`config.mk`:
```
export PLATFORM = sky130hd
export DESIGN_NAME = cpc_bus_initiator_flat
export DESIGN_NICKNAME = d
export VERILOG_FILES = /design/src/rtl/cpc_bus_pkg.sv /design/src/rtl/cpc_bus_initiator_if.sv /design/src/rtl/cpc_wait_counter.sv /design/src/rtl/cpc_bus_initiator.sv /design/src/flat_wrapper.sv
export SDC_FILE = /design/constraint.sdc
export NUM_CORES = 1
export LEC_CHECK = 0
export ABC_AREA = 1
export CAP_MARGIN = 20
export CORE_AREA = 3 3 78 80
export CTS_CLUSTER_SIZE = 16
export DETAILED_ROUTE_END_ITERATION = 10
export DIE_AREA = 0 0 81 83
export PLACE_DENSITY = 0.76
export SLEW_MARGIN = 20
export SYNTH_ARGS = -nofsm -noshare
export SYNTH_HDL_FRONTEND = slang
export SYNTH_HIERARCHICAL = 1
export SYNTH_SLANG_ARGS = --single-unit
```
`constraint.sdc`:
```
create_clock -name CLK -period 2.33 [get_ports CLK]
set_clock_uncertainty 0.05 [all_clocks]
set_input_delay 0.699 -clock CLK [delete_from_list [all_inputs] [get_ports CLK]]
set_output_delay 0.699 -clock CLK [all_outputs]
set_load 0.01 [all_outputs]
```
`src/rtl/cpc_bus_pkg.sv`:
```
// Shared encodings for the CPC expansion-bus initiator: ops, FSM states, RAM config port.
package cpc_bus_pkg;
  typedef enum logic [1:0] {
    OP_MEM_RD = 2'b00,
    OP_MEM_WR = 2'b01,
    OP_IO_RD  = 2'b10,
    OP_IO_WR  = 2'b11
  } cpc_op_e;

  localparam logic [2:0] ST_IDLE = 3'd0;
  localparam logic [2:0] ST_T1   = 3'd1;
  localparam logic [2:0] ST_T2   = 3'd2;
  localparam logic [2:0] ST_TW   = 3'd3;
  localparam logic [2:0] ST_T3   = 3'd4;
  localparam logic [2:0] ST_DONE = 3'd5;

  // RAM block register lives at &7Fxx; data bits 7:6 = 11 select it.
  localparam logic [7:0] RAMCFG_PORT_HI = 8'h7F;
  localparam logic [1:0] RAMCFG_CMD     = 2'b11;
endpackage

```
`src/rtl/cpc_bus_initiator_if.sv`:
```
// Command/response and Z80-style bus signals of the CPC initiator.
interface cpc_bus_initiator_if;
  logic        cmd_valid;
  logic        cmd_ready;
  logic [1:0]  cmd_op;
  logic [15:0] cmd_addr;
  logic [7:0]  cmd_wdata;
  logic        rsp_valid;
  logic [7:0]  rsp_rdata;
  logic        rsp_timeout;
  logic [15:0] A;
  logic [7:0]  D_out;
  logic        D_oe;
  logic [7:0]  D_in;
  logic        MREQ_B, IOREQ_B, RD_B, WR_B, M1_B, RFSH_B;
  logic        READY;

  modport master (
    input  cmd_valid, cmd_op, cmd_addr, cmd_wdata, D_in, READY,
    output cmd_ready, rsp_valid, rsp_rdata, rsp_timeout,
           A, D_out, D_oe, MREQ_B, IOREQ_B, RD_B, WR_B, M1_B, RFSH_B
  );
  modport slave (
    output cmd_valid, cmd_op, cmd_addr, cmd_wdata, D_in, READY,
    input  cmd_ready, rsp_valid, rsp_rdata, rsp_timeout,
           A, D_out, D_oe, MREQ_B, IOREQ_B, RD_B, WR_B, M1_B, RFSH_B
  );
endinterface

```
`src/rtl/cpc_wait_counter.sv`:
```
// Wait-state bookkeeping: fixed TW countdown, TW cycle count and timeout compare.
module cpc_wait_counter #(
  parameter int MEM_WAIT     = 0,
  parameter int IO_WAIT      = 1,
  parameter int WAIT_TIMEOUT = 16,
  parameter int TO_W         = 5
) (
  input  logic clk,
  input  logic rst_n,
  input  logic load,
  input  logic tick,
  input  logic is_io,
  input  logic ready,
  output logic wait_done,
  output logic timeout
);
  localparam logic [TO_W-1:0] TO_LIM  = TO_W'(WAIT_TIMEOUT);
  localparam logic [TO_W-1:0] MEM_FIX = TO_W'(MEM_WAIT);
  localparam logic [TO_W-1:0] IO_FIX  = TO_W'(IO_WAIT);

  logic [TO_W-1:0] fix_q, fix_d, tw_q, tw_d;
  logic            ready_eff;

  // Decisions use the post-decrement count so a fixed count of N yields N TW states.
  always_comb begin
    ready_eff = ready || (WAIT_TIMEOUT == 0);
    fix_d     = fix_q;
    tw_d      = tw_q;
    wait_done = 1'b0;
    timeout   = 1'b0;
    if (load) begin
      fix_d     = is_io ? IO_FIX : MEM_FIX;
      tw_d      = '0;
      wait_done = (fix_d == '0) && ready_eff;
    end else if (tick) begin
      fix_d     = (fix_q != '0) ? fix_q - 1'b1 : fix_q;
      tw_d      = tw_q + 1'b1;
      wait_done = (fix_d == '0) && ready_eff;
      timeout   = !wait_done && (WAIT_TIMEOUT != 0) && (tw_d == TO_LIM);
    end
  end

  always_ff @(posedge clk) begin
    if (!rst_n) begin
      fix_q <= '0;
      tw_q  <= '0;
    end else begin
      fix_q <= fix_d;
      tw_q  <= tw_d;
    end
  end
endmodule

```
`src/rtl/cpc_bus_initiator.sv`:
```
// Z80-style CPC expansion-bus cycle generator driven by a command/response handshake.
module cpc_bus_initiator import cpc_bus_pkg::*; #(
  parameter int MEM_WAIT     = 0,
  parameter int IO_WAIT      = 1,
  parameter int WAIT_TIMEOUT = 16,
  parameter int TO_W         = 5
) (
  input  logic                 CLK,
  input  logic                 RESET_B,
  cpc_bus_initiator_if.master  bus
);
  logic [2:0]  state_q, state_d;
  logic [1:0]  op_q, op_d;
  logic [15:0] a_q, a_d;
  logic [7:0]  dout_q, dout_d, rdata_q, rdata_d;
  logic        doe_q, doe_d;
  logic        mreq_q, mreq_d, ioreq_q, ioreq_d, rd_q, rd_d, wr_q, wr_d;
  logic        rsp_valid_q, rsp_valid_d, rsp_to_q, rsp_to_d, to_flag_q, to_flag_d;
  logic        accept, strobe_on, wait_done, wait_to;

  assign bus.cmd_ready = (state_q == ST_IDLE) && RESET_B;
  assign accept        = bus.cmd_valid && bus.cmd_ready;

  cpc_wait_counter #(
    .MEM_WAIT(MEM_WAIT), .IO_WAIT(IO_WAIT), .WAIT_TIMEOUT(WAIT_TIMEOUT), .TO_W(TO_W)
  ) u_wait (
    .clk(CLK), .rst_n(RESET_B),
    .load(state_q == ST_T2), .tick(state_q == ST_TW),
    .is_io(op_q[1]), .ready(bus.READY),
    .wait_done(wait_done), .timeout(wait_to)
  );

  always_comb begin
    state_d   = state_q;
    op_d      = op_q;
    a_d       = a_q;
    dout_d    = dout_q;
    doe_d     = doe_q;
    rdata_d   = rdata_q;
    to_flag_d = to_flag_q;
    case (state_q)
      ST_IDLE: if (accept) begin
        state_d   = ST_T1;
        op_d      = bus.cmd_op;
        a_d       = bus.cmd_addr;
        to_flag_d = 1'b0;
        if (bus.cmd_op[0]) begin
          dout_d = bus.cmd_wdata;
          doe_d  = 1'b1;
        end
      end
      ST_T1: state_d = ST_T2;
      ST_T2, ST_TW: begin
        if (wait_done || wait_to) begin
          state_d   = ST_T3;
          to_flag_d = wait_to;
        end else begin
          state_d = ST_TW;
        end
      end
      ST_T3: begin
        state_d = ST_DONE;
        if (!op_q[0]) rdata_d = bus.D_in;
      end
      // Write data stays on the bus through DONE for hold time.
      ST_DONE: begin
        state_d = ST_IDLE;
        doe_d   = 1'b0;
      end
      default: state_d = ST_IDLE;
    endcase

    strobe_on   = (state_d == ST_T2) || (state_d == ST_TW) || (state_d == ST_T3);
    mreq_d      = !(strobe_on && !op_d[1]);
    ioreq_d     = !(strobe_on &&  op_d[1]);
    rd_d        = !(strobe_on && !op_d[0]);
    wr_d        = !(strobe_on &&  op_d[0]);
    rsp_valid_d = (state_d == ST_DONE);
    rsp_to_d    = (state_d == ST_DONE) && to_flag_d;
  end

  always_ff @(posedge CLK) begin
    if (!RESET_B) begin
      state_q     <= ST_IDLE;
      op_q        <= '0;
      a_q         <= '0;
      dout_q      <= '0;
      doe_q       <= 1'b0;
      rdata_q     <= '0;
      to_flag_q   <= 1'b0;
      mreq_q      <= 1'b1;
      ioreq_q     <= 1'b1;
      rd_q        <= 1'b1;
      wr_q        <= 1'b1;
      rsp_valid_q <= 1'b0;
      rsp_to_q    <= 1'b0;
    end else begin
      state_q     <= state_d;
      op_q        <= op_d;
      a_q         <= a_d;
      dout_q      <= dout_d;
      doe_q       <= doe_d;
      rdata_q     <= rdata_d;
      to_flag_q   <= to_flag_d;
      mreq_q      <= mreq_d;
      ioreq_q     <= ioreq_d;
      rd_q        <= rd_d;
      wr_q        <= wr_d;
      rsp_valid_q <= rsp_valid_d;
      rsp_to_q    <= rsp_to_d;
    end
  end

  assign bus.A           = a_q;
  assign bus.D_out       = dout_q;
  assign bus.D_oe        = doe_q;
  assign bus.MREQ_B      = mreq_q;
  assign bus.IOREQ_B     = ioreq_q;
  assign bus.RD_B        = rd_q;
  assign bus.WR_B        = wr_q;
  assign bus.M1_B        = 1'b1;
  assign bus.RFSH_B      = 1'b1;
  assign bus.rsp_valid   = rsp_valid_q;
  assign bus.rsp_rdata   = rdata_q;
  assign bus.rsp_timeout = rsp_to_q;
endmodule

```
`src/flat_wrapper.sv`:
```
// flat-port wrapper written by rule: the top's interface ports become plain ports
module cpc_bus_initiator_flat import cpc_bus_pkg::*;
#(
  parameter int MEM_WAIT     = 0,
  parameter int IO_WAIT      = 1,
  parameter int WAIT_TIMEOUT = 16,
  parameter int TO_W         = 5
)
  (CLK, RESET_B, bus_cmd_valid, bus_cmd_op, bus_cmd_addr, bus_cmd_wdata, bus_D_in, bus_READY, bus_cmd_ready, bus_rsp_valid, bus_rsp_rdata, bus_rsp_timeout, bus_A, bus_D_out, bus_D_oe, bus_MREQ_B, bus_IOREQ_B, bus_RD_B, bus_WR_B, bus_M1_B, bus_RFSH_B);
  cpc_bus_initiator_if bus_i ();
  input  logic CLK;
  input  logic RESET_B;
  input wire logic [$bits(bus_i.cmd_valid)-1:0] bus_cmd_valid;
  input wire logic [$bits(bus_i.cmd_op)-1:0] bus_cmd_op;
  input wire logic [$bits(bus_i.cmd_addr)-1:0] bus_cmd_addr;
  input wire logic [$bits(bus_i.cmd_wdata)-1:0] bus_cmd_wdata;
  input wire logic [$bits(bus_i.D_in)-1:0] bus_D_in;
  input wire logic [$bits(bus_i.READY)-1:0] bus_READY;
  output wire logic [$bits(bus_i.cmd_ready)-1:0] bus_cmd_ready;
  output wire logic [$bits(bus_i.rsp_valid)-1:0] bus_rsp_valid;
  output wire logic [$bits(bus_i.rsp_rdata)-1:0] bus_rsp_rdata;
  output wire logic [$bits(bus_i.rsp_timeout)-1:0] bus_rsp_timeout;
  output wire logic [$bits(bus_i.A)-1:0] bus_A;
  output wire logic [$bits(bus_i.D_out)-1:0] bus_D_out;
  output wire logic [$bits(bus_i.D_oe)-1:0] bus_D_oe;
  output wire logic [$bits(bus_i.MREQ_B)-1:0] bus_MREQ_B;
  output wire logic [$bits(bus_i.IOREQ_B)-1:0] bus_IOREQ_B;
  output wire logic [$bits(bus_i.RD_B)-1:0] bus_RD_B;
  output wire logic [$bits(bus_i.WR_B)-1:0] bus_WR_B;
  output wire logic [$bits(bus_i.M1_B)-1:0] bus_M1_B;
  output wire logic [$bits(bus_i.RFSH_B)-1:0] bus_RFSH_B;
  assign bus_i.cmd_valid = bus_cmd_valid;
  assign bus_i.cmd_op = bus_cmd_op;
  assign bus_i.cmd_addr = bus_cmd_addr;
  assign bus_i.cmd_wdata = bus_cmd_wdata;
  assign bus_i.D_in = bus_D_in;
  assign bus_i.READY = bus_READY;
  assign bus_cmd_ready = bus_i.cmd_ready;
  assign bus_rsp_valid = bus_i.rsp_valid;
  assign bus_rsp_rdata = bus_i.rsp_rdata;
  assign bus_rsp_timeout = bus_i.rsp_timeout;
  assign bus_A = bus_i.A;
  assign bus_D_out = bus_i.D_out;
  assign bus_D_oe = bus_i.D_oe;
  assign bus_MREQ_B = bus_i.MREQ_B;
  assign bus_IOREQ_B = bus_i.IOREQ_B;
  assign bus_RD_B = bus_i.RD_B;
  assign bus_WR_B = bus_i.WR_B;
  assign bus_M1_B = bus_i.M1_B;
  assign bus_RFSH_B = bus_i.RFSH_B;
  cpc_bus_initiator #(.MEM_WAIT(MEM_WAIT), .IO_WAIT(IO_WAIT), .WAIT_TIMEOUT(WAIT_TIMEOUT), .TO_W(TO_W)) u_core (.CLK(CLK), .RESET_B(RESET_B), .bus(bus_i));
endmodule
```
==> metrics.csv, run 1 <==
stage,metric,value,unit
routing,initial DRC count,99,
yosys,post-synthesis cell count,315,
critical_path,"Arr. time, crit path",1.43,ns
finish,most frequent cells in the layout,"clkdlybuf4s50_1, nand2_1, dfxtp_1",
status,status,completed,
die,Die W,81,µm
timing,worst rel slew slack,0.659,
finish,final core occ,0.622,
critical_path,"most used cell, CP",dlygate4sd2_1,
timing,Slew @ Worst Pin,0.511,ns
timing,# setup viols final,0,
timing,fin crit share,0.937,
global_routing,vias in the first global route,2007,
yosys,register area share after synthesis,0.459,
power,worst vdd ir,324,µV
clocking,CTS tree,done,
job,max-cap violations,0,
worst_hold_path,Hold Path Depth,2,
critical_path,Setup CP Type,in -> out,
power,clock network power share,0.348,
finish,ant diodes,0,
yosys,largest family of logic cells by synthesized area,simple AND/OR/NAND/NOR gates,
timing,RSZ-0062 raised after global routing,false,
routing,DRT Wirelength,5.27,mm
placed_design,routability cong.,0.884,
clocking,Worst-Skew Late Latency,0.30,ns
global_routing,first-pass GRT wire length,8.82,mm
timing,Hold Fails Final Rpt,0,
critical_path,"CP delay by family, top",buffers and inverters,
routing,vias per cell,4.59,
worst_hold_path,min-delay worst type,reg -> reg,
critical_path,critical path depth,4,
routing,First-pass DRT Iterations,4,
critical_path,CP Capture Type,output port,
routing,DRC Markers,0,
placed_design,placed insts,462,
yosys,"Primary FF master, synth",dfxtp_1,
die,row count,27,
timing,worst setup slack after layout,0.147,ns
placed_design,Buffers on Ports,77,
yosys,distinct cell type count of the synthesized netlist,36,
yosys,area fraction in compound gates after synthesis,0.125,
clocking,total CTS buffers,5,
placed_design,pre-CTS WS,-0.415,ns
clocking,CTS root buf,clkbuf_8,
clocking,"Reg clk slew, reported paths",0.09,ns
yosys,Post-Synth Adder-Cell Area,0.0156,
yosys,yosys warns,6,
yosys,Post-Synthesis Cell Area,0.00240,mm²
timing,Max Slew Vio Count,0,
clocking,CTS sink count,55,
die,Initial Util,0.439,
yosys,Simple-Gate Fraction of Synth Area,0.295,
yosys,Synth Register Bits,55,
global_routing,GRT Total Usage,0.160,
finish,ratio of cells with drive above 1 in the final layout,0.0955,
yosys,average cell area after synthesis,7.62,µm²
finish,non-filler instance count after layout,470,
power,switching share of power,0.233,
clocking,Max Root-Sink Buffers,2,
timing,hold_ws,0.398,ns
timing,Max Clock Freq,0.458,GHz
routing,mean routed wirelength per cell,11.2,µm
finish,post-route cell area,0.00340,mm²
die,core area,0.00547,mm²
finish,final net count,438,
die,Die Y,83,µm
yosys,post-synthesis mux area share,0,
critical_path,CP max FO,2,
placed_design,placed inst area,0.00327,mm²
critical_path,crit path cell chain,"dlygate4sd2_1, nand3_2, inv_1, dlygate4sd2_1",
clocking,H-tree depth,2,
finish,Layout fillers,518,
critical_path,Buf/Inv on CP,3,
routing,Final ANT Viol Nets,0,
power,Leak,0.00139,µW
power,Seq pwr share,0.485,
die,io pins,80,
yosys,Post-synth EDFFs,0,
critical_path,max incr delay on CP,0.27,ns
critical_path,number of cells on the worst reg-to-reg path,15,
power,Combinational Power Share,0.168,
yosys,XOR/XNOR Fraction of Synth Area,0.0146,
routing,via count,2157,
timing,crit path time final,2.18,ns
global_routing,initial antenna violation count,0,
power,PwrDens,616,mW/mm²
yosys,ys async rst share,0,
critical_path,element type at the critical path start,input pin,
clocking,Hold Buf Count CTS,0,
die,die area,0.00672,mm²
global_routing,GRT overflow,0,
finish,"commonest non-fill, non-tap cell in the layout",clkdlybuf4s50_1,
placed_design,dpl hpwl,3.91,mm
critical_path,CP max-delay cell,dlygate4sd2_1,
finish,Area Overhead vs Synth,41.7,%
power,Sw Pwr,488,µW
global_routing,largest net degree at the start of global routing,42,
power,Internal Power,1610,µW
critical_path,Critical Path RT,1.58,ns
## worst reg2reg max path, delay by kind of cell, from the launching register on
family | cells | cell delay, ns
and+or+nand+nor | 11 | 1.20
DFF | 1 | 0.38
buffers and inverters | 4 | 0.36
## cells by family (layout without fill, tap and decap cells)
family | Yosys count | in the layout
adders and majority gates | 3 | 3
and+or+nand+nor | 150 | 150
buffers and inverters | 48 | 130
other | 1 | 2
AOI/OAI and AO/OA | 54 | 54
DFF | 55 | 55
xor gates and xnor gates | 4 | 4
## per-stage QoR
stage,total power [µW],TNS [ns]
final,2090,0
after global routing,2200,0
after CTS,2120,0
after detailed placement,1390,-1.40
after global placement,1390,-1.19
after floorplan,1200,0
## flip-flops by register name, summed over array words and instances (netlist names), 2 cells and up
name	cells
u_core/bus.A	16
u_core/bus.D_out	8
u_core/bus.rsp_rdata	8
u_core/op_q	2
u_core/state_q	3
u_core/u_wait/fix_q	5
u_core/u_wait/tw_q	5
## layout make-up
class	count	area [µm²]	area share
Clock inverter	2	60.1	0.0176
Multi-Input combinational cell	213	1090	0.321
Timing Repair Buffer	87	856	0.251
Tap cell	72	90.1	0.0265
Inverter	35	131	0.0386
Sequential cell	55	1100	0.324
Clock buffer	6	72.6	0.0213
## routing by layer
metal	vias up	track usage	routed length (µm)
met5	-	0	0
met3	4	0.0304	294
met4	0	0.0415	42
met2	49	0.268	2490
li1	1161	-	-
met1	943	0.208	2440
## path summary, 6_finish.rpt
kind                                                           start                              endpoint  slack [ns]
worst max-delay path                                         RESET_B                         bus_cmd_ready        0.15
worst min-delay path            u_core/bus.rsp_rdata[6]$_SDFFE_PN0P_  u_core/bus.rsp_rdata[6]$_SDFFE_PN0P_        0.40
worst max register to register          u_core/state_q[1]$_SDFF_PN0_     u_core/bus.rsp_timeout$_SDFF_PN0_        0.25
worst min register to register  u_core/bus.rsp_rdata[6]$_SDFFE_PN0P_  u_core/bus.rsp_rdata[6]$_SDFFE_PN0P_        0.40
## Yosys cell counts (2+ instances only)
library cell  instances  share of area
dfxtp_1              55           0.46
nand3b_1             10          0.031
nand3_1              11          0.023
xnor2_1               2         0.0073
nor2_1               36          0.056
inv_2                 3         0.0047
inv_1                32          0.050
nor2_2                3         0.0078
a21oi_1              15          0.031
buf_2                 3         0.0063
nor2_4                4          0.019
ha_1                  3          0.016
buf_4                 6          0.019
nand2_1              73           0.11
xor2_1                2         0.0073
nand3_2               2         0.0083
nand2_2               5          0.013
nand4_1               2         0.0052
o211ai_1              5          0.016
clkbuf_1              2         0.0031
o21ai_0              26          0.054
## power groups by stage
stage / Sequential (µW) / Clock, µW / Combinational (µW)
final: 1020 / 728 / 351
after global routing: 1020 / 785 / 389
after CTS: 1020 / 746 / 355
after detailed placement: 1040 / 0 / 355
after global placement: 1040 / 0 / 352
after floorplan: 1060 / 0 / 149
## what timing repair did
action,4_1_cts,5_1_grt
resized for setup,2,1
setup endpoints to repair,1,1
buffers inserted,0,0
pin swaps,0,0
(Power assumes the default switching activity.)
==> run 2, diff against run 1 <==
--- a/config.mk
+++ b/config.mk
@@ -7,13 +7,12 @@
 export LEC_CHECK = 0
 export ABC_AREA = 1
 export CAP_MARGIN = 20
-export CORE_AREA = 3 3 78 80
+export CORE_AREA = 3 3 76 78
 export CTS_CLUSTER_SIZE = 16
 export DETAILED_ROUTE_END_ITERATION = 10
-export DIE_AREA = 0 0 81 83
-export PLACE_DENSITY = 0.76
+export DIE_AREA = 0 0 79 81
+export PLACE_DENSITY = 0.77
 export SLEW_MARGIN = 20
 export SYNTH_ARGS = -nofsm -noshare
 export SYNTH_HDL_FRONTEND = slang
-export SYNTH_HIERARCHICAL = 1
 export SYNTH_SLANG_ARGS = --single-unit
==> run 2 against run 1 <==
Critical path type unchanged. Combinational power grew 42%. Power about the same. Worst hold slack gained 0.017 ns. Highest routed layer unchanged. Cell count down 6.0%. Clock power down 24%.
==> metrics.csv, run 2 <==
stage,metric,value,unit,change
status,status,completed,,
power,Sw Pwr,608,µW,+25%
global_routing,vias in the first global route,2040,,+1.6%
yosys,Post-synth EDFFs,0,,unchanged
clocking,Hold Buf Count CTS,0,,unchanged
routing,vias per cell,4.81,,+4.8%
global_routing,largest net degree at the start of global routing,44,,+4.8%
clocking,post-CTS resize count,4,,+2
critical_path,"Arr. time, crit path",1.44,ns,about the same
finish,final net count,412,,-5.9%
die,row count,26,,-3.7%
yosys,yosys warns,0,,-6
global_routing,first-pass GRT wire length,8.69,mm,-1.4%
clocking,Worst-Skew Late Latency,0.30,ns,about the same
finish,Area Overhead vs Synth,42.4,%,
worst_hold_path,min-delay worst type,reg -> reg,,
global_routing,GRT overflow,0,,unchanged
global_routing,GRT Total Usage,0.168,,+0.00838
critical_path,max incr delay on CP,0.26,ns,about the same
finish,post-route cell area,0.00321,mm²,-5.7%
yosys,area fraction of the dominant cell type after synthesis,0.489,,+0.0303
clocking,total CTS buffers,5,,unchanged
finish,"commonest non-fill, non-tap cell in the layout",nand2_1,,
power,switching share of power,0.290,,+0.0574
routing,DRT Wirelength,5.29,mm,+0.42%
power,PwrDens,652,mW/mm²,+6.0%
yosys,"Primary FF master, synth",dfxtp_1,,
timing,crit path time final,2.19,ns,+0.00881 ns
global_routing,initial antenna violation count,0,,unchanged
power,Seq pwr share,0.498,,+0.013
yosys,largest cells by area after synthesis,"dfxtp_1, nand2_1, a21oi_1, nand3_1, inv_1",,
timing,Setup TNS,0,ns,unchanged
finish,ant diodes,0,,unchanged
critical_path,crit path cell chain,"dlygate4sd2_1, inv_2, nor3_4, clkdlybuf4s15_2",,
critical_path,CP Capture Type,output port,,
yosys,Post-synth top cells,"nand2_1, dfxtp_1, a21oi_1, nand3_1, inv_1",,
yosys,Post-Synthesis Cell Area,0.00225,mm²,-6.2%
timing,Max Slew Vio Count,0,,unchanged
critical_path,element type at the critical path start,input pin,,
clocking,post-CTS setup buffers,0,,unchanged
yosys,average cell area after synthesis,7.79,µm²,+2.2%
timing,fin crit share,0.941,,+0.00378
placed_design,routability cong.,0.760,,-14%
routing,First-pass DRT Iterations,4,,unchanged
yosys,distinct cell type count of the synthesized netlist,32,,-11%
routing,mean routed wirelength per cell,12.0,µm,+6.8%
die,Die Y,81,µm,-2.4%
die,die area,0.00640,mm²,-4.8%
clocking,CTS root buf,clkbuf_8,,
die,io pins,80,,unchanged
yosys,post-synthesis cell count,289,,-8.3%
finish,most frequent cells in the layout,"nand2_1, clkdlybuf4s50_1, dfxtp_1",,
power,Combinational Power Share,0.239,,+0.071
placed_design,dpl hpwl,3.87,mm,-1.2%
timing,# setup viols final,0,,unchanged
routing,via count,2126,,-1.4%
power,worst vdd ir,361,µV,+11%
clocking,Max Root-Sink Buffers,2,,unchanged
clocking,"Reg clk slew, reported paths",0.09,ns,about the same
routing,initial DRC count,101,,+2.0%
critical_path,CP max-delay cell,dlygate4sd2_1,,
timing,Max Clock Freq,0.456,GHz,-0.40%
finish,max reg flops,16,,unchanged
routing,DRC Markers,0,,unchanged
timing,Hold Fails Final Rpt,0,,unchanged
yosys,register area share after synthesis,0.489,,+0.0303
placed_design,Buffers on Ports,77,,unchanged
power,Internal Power,1490,µW,-7.6%
finish,ratio of cells with drive above 1 in the final layout,0.0914,,-0.00408
die,Initial Util,0.438,,-0.000559
power,clock network power share,0.263,,-0.085
critical_path,CP max FO,2,,unchanged
clocking,CTS tree,done,,
timing,RSZ-0062 raised after global routing,false,,
placed_design,placed inst area,0.00311,mm²,-4.9%
yosys,Synth Register Bits,55,,unchanged
routing,Final ANT Viol Nets,0,,unchanged
power,Leak,0.00125,µW,-10%
clocking,CTS sink count,55,,unchanged
job,max-cap violations,0,,unchanged
critical_path,Critical Path RT,1.58,ns,about the same
die,Die W,79,µm,-2.5%
die,core area,0.00514,mm²,-6.1%
clocking,H-tree depth,2,,unchanged
yosys,ys async rst share,0,,unchanged
critical_path,Setup CP Type,in -> out,,
yosys,most frequent cell after synthesis,nand2_1,,
yosys,Yosys top cell by area,dfxtp_1,,
[run 2: changes by cell type after synthesis, sizes merged, moves of 2 or more]
cell | before | now
inv | 35 | 22
buf | 11 | 5
nor3 | 1 | 3
nor2 | 43 | 18
nand3 | 14 | 30
nand2 | 79 | 87
o21ai | 27 | 5
nand3b | 10 | 0
o211ai | 5 | 0
clkbuf | 2 | 5
a21oi | 16 | 43
clkinv | 0 | 2
[run 2: power groups by stage]
stage                     clock network, µW  registers [µW]  logic [µW]
after floorplan                           0            1080         264
after global placement                    0            1060         497
after detailed placement                  0            1060         505
after CTS                               567            1040         506
after global routing                    601            1050         556
final                                   550            1040         500
[run 2: through the flow]
stage | cells | hold slack, ns | setup slack [ns] | util | power, µW
after detailed placement | 434 | 0.403 | -0.467 | 0.605 | 1570
after CTS | 442 | 0.416 | 0.128 | 0.624 | 2120
final | 442 | 0.414 | 0.138 | 0.624 | 2090
after global placement | 434 | 0.401 | -0.460 | 0.605 | 1560
after floorplan | 290 | 0.394 | 0.584 | - | 1350
after global routing | 442 | 0.433 | 0.105 | 0.624 | 2210
[run 2: worst paths after layout]
path                                        from                          endpoint  slack [ns]  cells past startpoint
min             u_core.bus.D_out[0]$_SDFFE_PN0P_  u_core.bus.D_out[0]$_SDFFE_PN0P_        0.41                      2
max                                      RESET_B                     bus_cmd_ready        0.14                      4
min reg2reg     u_core.bus.D_out[0]$_SDFFE_PN0P_  u_core.bus.D_out[0]$_SDFFE_PN0P_        0.41                      2
max reg2reg  u_core.u_wait.fix_q[0]$_SDFFE_PN0P_        u_core.bus.RD_B$_SDFF_PN1_        0.46                     14
[run 2: cell type report]
cell class	count	area, µm²
fillers	471	1930
flip-flops and latches	55	1100
well taps	70	87.6
multi-input cells	201	1000
inverters	24	95.1
clock buffers	6	82.6
clock inverters	2	16.3
repair buffers	84	823
[run 2: cell families (layout without fill, tap and decap cells)]
group           Yosys count  after routing  synth area share
other cells               1              2           0.00167
flops                    55             55             0.489
mux                       1              1           0.00444
buf+inv                  34            116            0.0678
xor+xnor                  3              3            0.0117
fa+ha+maj                 3              3            0.0167
compound gates           51             51             0.118
simple gates            141            141             0.291
[run 2: critical path, delay by kind of cell]
kind	cells	cell delay, ns
simple gates	1	0.16
buf+inv	3	0.58
[run 2: metal layers]
metal | vias to the layer above | share of wire | global-route usage
li1 | 1096 | - | -
met5 | - | 0 | 0
met3 | 7 | 0.053 | 0.0421
met4 | 0 | 0.016 | 0.0636
met1 | 966 | 0.44 | 0.195
met2 | 57 | 0.49 | 0.300
==> run 3, diff against run 2 <==
--- a/config.mk
+++ b/config.mk
@@ -7,12 +7,12 @@
 export LEC_CHECK = 0
 export ABC_AREA = 1
 export CAP_MARGIN = 20
-export CORE_AREA = 3 3 76 78
+export CORE_AREA = 2 2 75 77
 export CTS_CLUSTER_SIZE = 16
 export DETAILED_ROUTE_END_ITERATION = 10
-export DIE_AREA = 0 0 79 81
+export DIE_AREA = 0 0 77 79
 export PLACE_DENSITY = 0.77
-export SLEW_MARGIN = 20
+export SLEW_MARGIN = 40
 export SYNTH_ARGS = -nofsm -noshare
 export SYNTH_HDL_FRONTEND = slang
 export SYNTH_SLANG_ARGS = --single-unit
==> run 3 against run 2 <==
Worst setup slack gained 0.037 ns. First-iteration DRC count shrank 2.0%. Combinational power shrank 1%. Fmax grew 1.7%. Largest cell class unchanged.
==> metrics.csv, run 3 (synthesized netlist as in run 2, its figures left out) <==
stage,metric,value,unit,change
status,status,completed,,
finish,max reg flops,16,,unchanged
timing,Max Slew Vio Count,0,,unchanged
timing,crit path time final,2.15,ns,-0.0374 ns
timing,worst setup slack after layout,0.176,ns,+0.0374 ns
placed_design,pre-CTS WS,-0.508,ns,-0.0413 ns
routing,mean routed wirelength per cell,11.7,µm,-2.2%
power,Sw Pwr,627,µW,+3.2%
placed_design,Buffers on Ports,77,,unchanged
finish,post-route cell area,0.00322,mm²,+0.43%
clocking,total CTS buffers,5,,unchanged
routing,DRC Markers,0,,unchanged
die,Die Y,79,µm,-2.5%
routing,via count,2102,,-1.1%
clocking,CTS sink count,55,,unchanged
timing,Hold Fails Final Rpt,0,,unchanged
clocking,Worst-Skew Late Latency,0.31,ns,about the same
die,row count,27,,+3.8%
timing,Max Clock Freq,0.464,GHz,+1.7%
clocking,CTS root buf,clkbuf_8,,
power,PwrDens,681,mW/mm²,+4.3%
die,Die W,77,µm,-2.5%
routing,First-pass DRT Iterations,4,,unchanged
clocking,"Reg clk slew, reported paths",0.10,ns,about the same
job,max-cap violations,0,,unchanged
worst_hold_path,min-delay worst type,reg -> reg,,
finish,most frequent cells in the layout,"nand2_1, clkdlybuf4s50_1, dfxtp_1",,
power,switching share of power,0.286,,-0.00453
clocking,Max Root-Sink Buffers,2,,unchanged
global_routing,GRT overflow,0,,unchanged
placed_design,routability cong.,0.819,,+7.7%
finish,"commonest non-fill, non-tap cell in the layout",nand2_1,,
global_routing,vias in the first global route,2008,,-1.6%
timing,Setup TNS,0,ns,unchanged
power,Seq pwr share,0.476,,-0.022
finish,ratio of cells with drive above 1 in the final layout,0.0889,,-0.00245
die,core area,0.00534,mm²,+3.8%
routing,initial DRC count,99,,-2.0%
critical_path,element type at the critical path start,input pin,,
routing,vias per cell,4.74,,-1.4%
die,io pins,80,,unchanged
global_routing,largest net degree at the start of global routing,44,,unchanged
placed_design,dpl hpwl,3.82,mm,-1.2%
power,worst vdd ir,386,µV,+6.9%
clocking,CTS tree,done,,
power,clock network power share,0.299,,+0.036
power,Internal Power,1570,µW,+5.5%
die,Initial Util,0.422,,-0.0162
global_routing,initial antenna violation count,0,,unchanged
timing,# setup viols final,0,,unchanged
timing,fin crit share,0.925,,-0.0161
global_routing,GRT Total Usage,0.179,,+0.0105
critical_path,CP Capture Type,output port,,
timing,hold_ws,0.413,ns,-0.000857 ns
routing,DRT Wirelength,5.18,mm,-2.0%
critical_path,CP max FO,2,,unchanged
critical_path,Critical Path RT,1.58,ns,about the same
power,Leak,0.00125,µW,+0.69%
finish,Area Overhead vs Synth,43.1,%,
power,total power draw,2190,µW,+4.8%
finish,final net count,411,,-0.24%
critical_path,Setup CP Type,in -> out,,
critical_path,"Arr. time, crit path",1.41,ns,-0.03 ns
routing,Final ANT Viol Nets,0,,unchanged
clocking,H-tree depth,2,,unchanged
clocking,post-CTS setup buffers,0,,unchanged
timing,RSZ-0062 raised after global routing,false,,
placed_design,placed inst area,0.00310,mm²,-0.16%
finish,ant diodes,0,,unchanged
power,Combinational Power Share,0.225,,-0.014
global_routing,first-pass GRT wire length,8.89,mm,+2.3%
die,die area,0.00608,mm²,-4.9%
## run 3: cell types whose count changed in the layout (fill, tap and decap cells not counted), sizes merged
cell / previous run / this run
clkinvlp: 1 / 0
clkinv: 3 / 4
bufinv: 0 / 1
clkbuf: 6 / 5
clkdlybuf4s15: 1 / 0
## run 3: repair_timing
item | in CTS | in global routing
gates resized for setup | 5 | 0
hold buffers | 0 | 0
setup endpoints to repair | 1 | 0
## run 3: metal layers
layer / wire (µm) / up-vias / GRT usage
met5: 0 / - / 0
met4: 37 / 0 / 0.0482
met3: 347 / 5 / 0.0636
met2: 2430 / 56 / 0.307
met1: 2370 / 947 / 0.213
li1: - / 1094 / -
## run 3: worst max-delay path, cell delays in order
cell,delay (ns)
dlygate4sd2_1,0.26
inv_2,0.07
nor3_4,0.20
buf_2,0.17
## run 3: final timing paths
kind | start | endpoint | slack [ns] | cells past startpoint
worst min register to register | u_core.bus.D_out[4]$_SDFFE_PN0P_ | u_core.bus.D_out[4]$_SDFFE_PN0P_ | 0.41 | 2
worst max-delay path | RESET_B | bus_cmd_ready | 0.18 | 4
worst min-delay path | u_core.bus.D_out[4]$_SDFFE_PN0P_ | u_core.bus.D_out[4]$_SDFFE_PN0P_ | 0.41 | 2
worst max register to register | u_core.u_wait.fix_q[0]$_SDFFE_PN0P_ | u_core.bus.RD_B$_SDFF_PN1_ | 0.48 | 14
## run 3: cell type report
cell class                      instances  area (µm²)
Clock inverter                          3        55.1
Multi-Input combinational cell        201        1000
Fill cell                             497        2120
Tap cell                               72        90.1
Inverter                               24        95.1
Clock buffer                            5        68.8
Timing Repair Buffer                   83         810
Sequential cell                        55        1100
## run 3: stage by stage
stage | std cells | util
after floorplan | 290 | -
after global placement | 435 | 0.582
after detailed placement | 435 | 0.582
after CTS | 443 | 0.604
after global routing | 443 | 0.604
final | 443 | 0.604
## run 3: power groups by stage
stage | logic (µW) | clock network (µW) | registers, µW
after floorplan | 264 | 0 | 1080
after global placement | 490 | 0 | 1060
after detailed placement | 500 | 0 | 1060
after CTS | 498 | 680 | 1040
after global routing | 547 | 720 | 1050
final | 494 | 657 | 1040
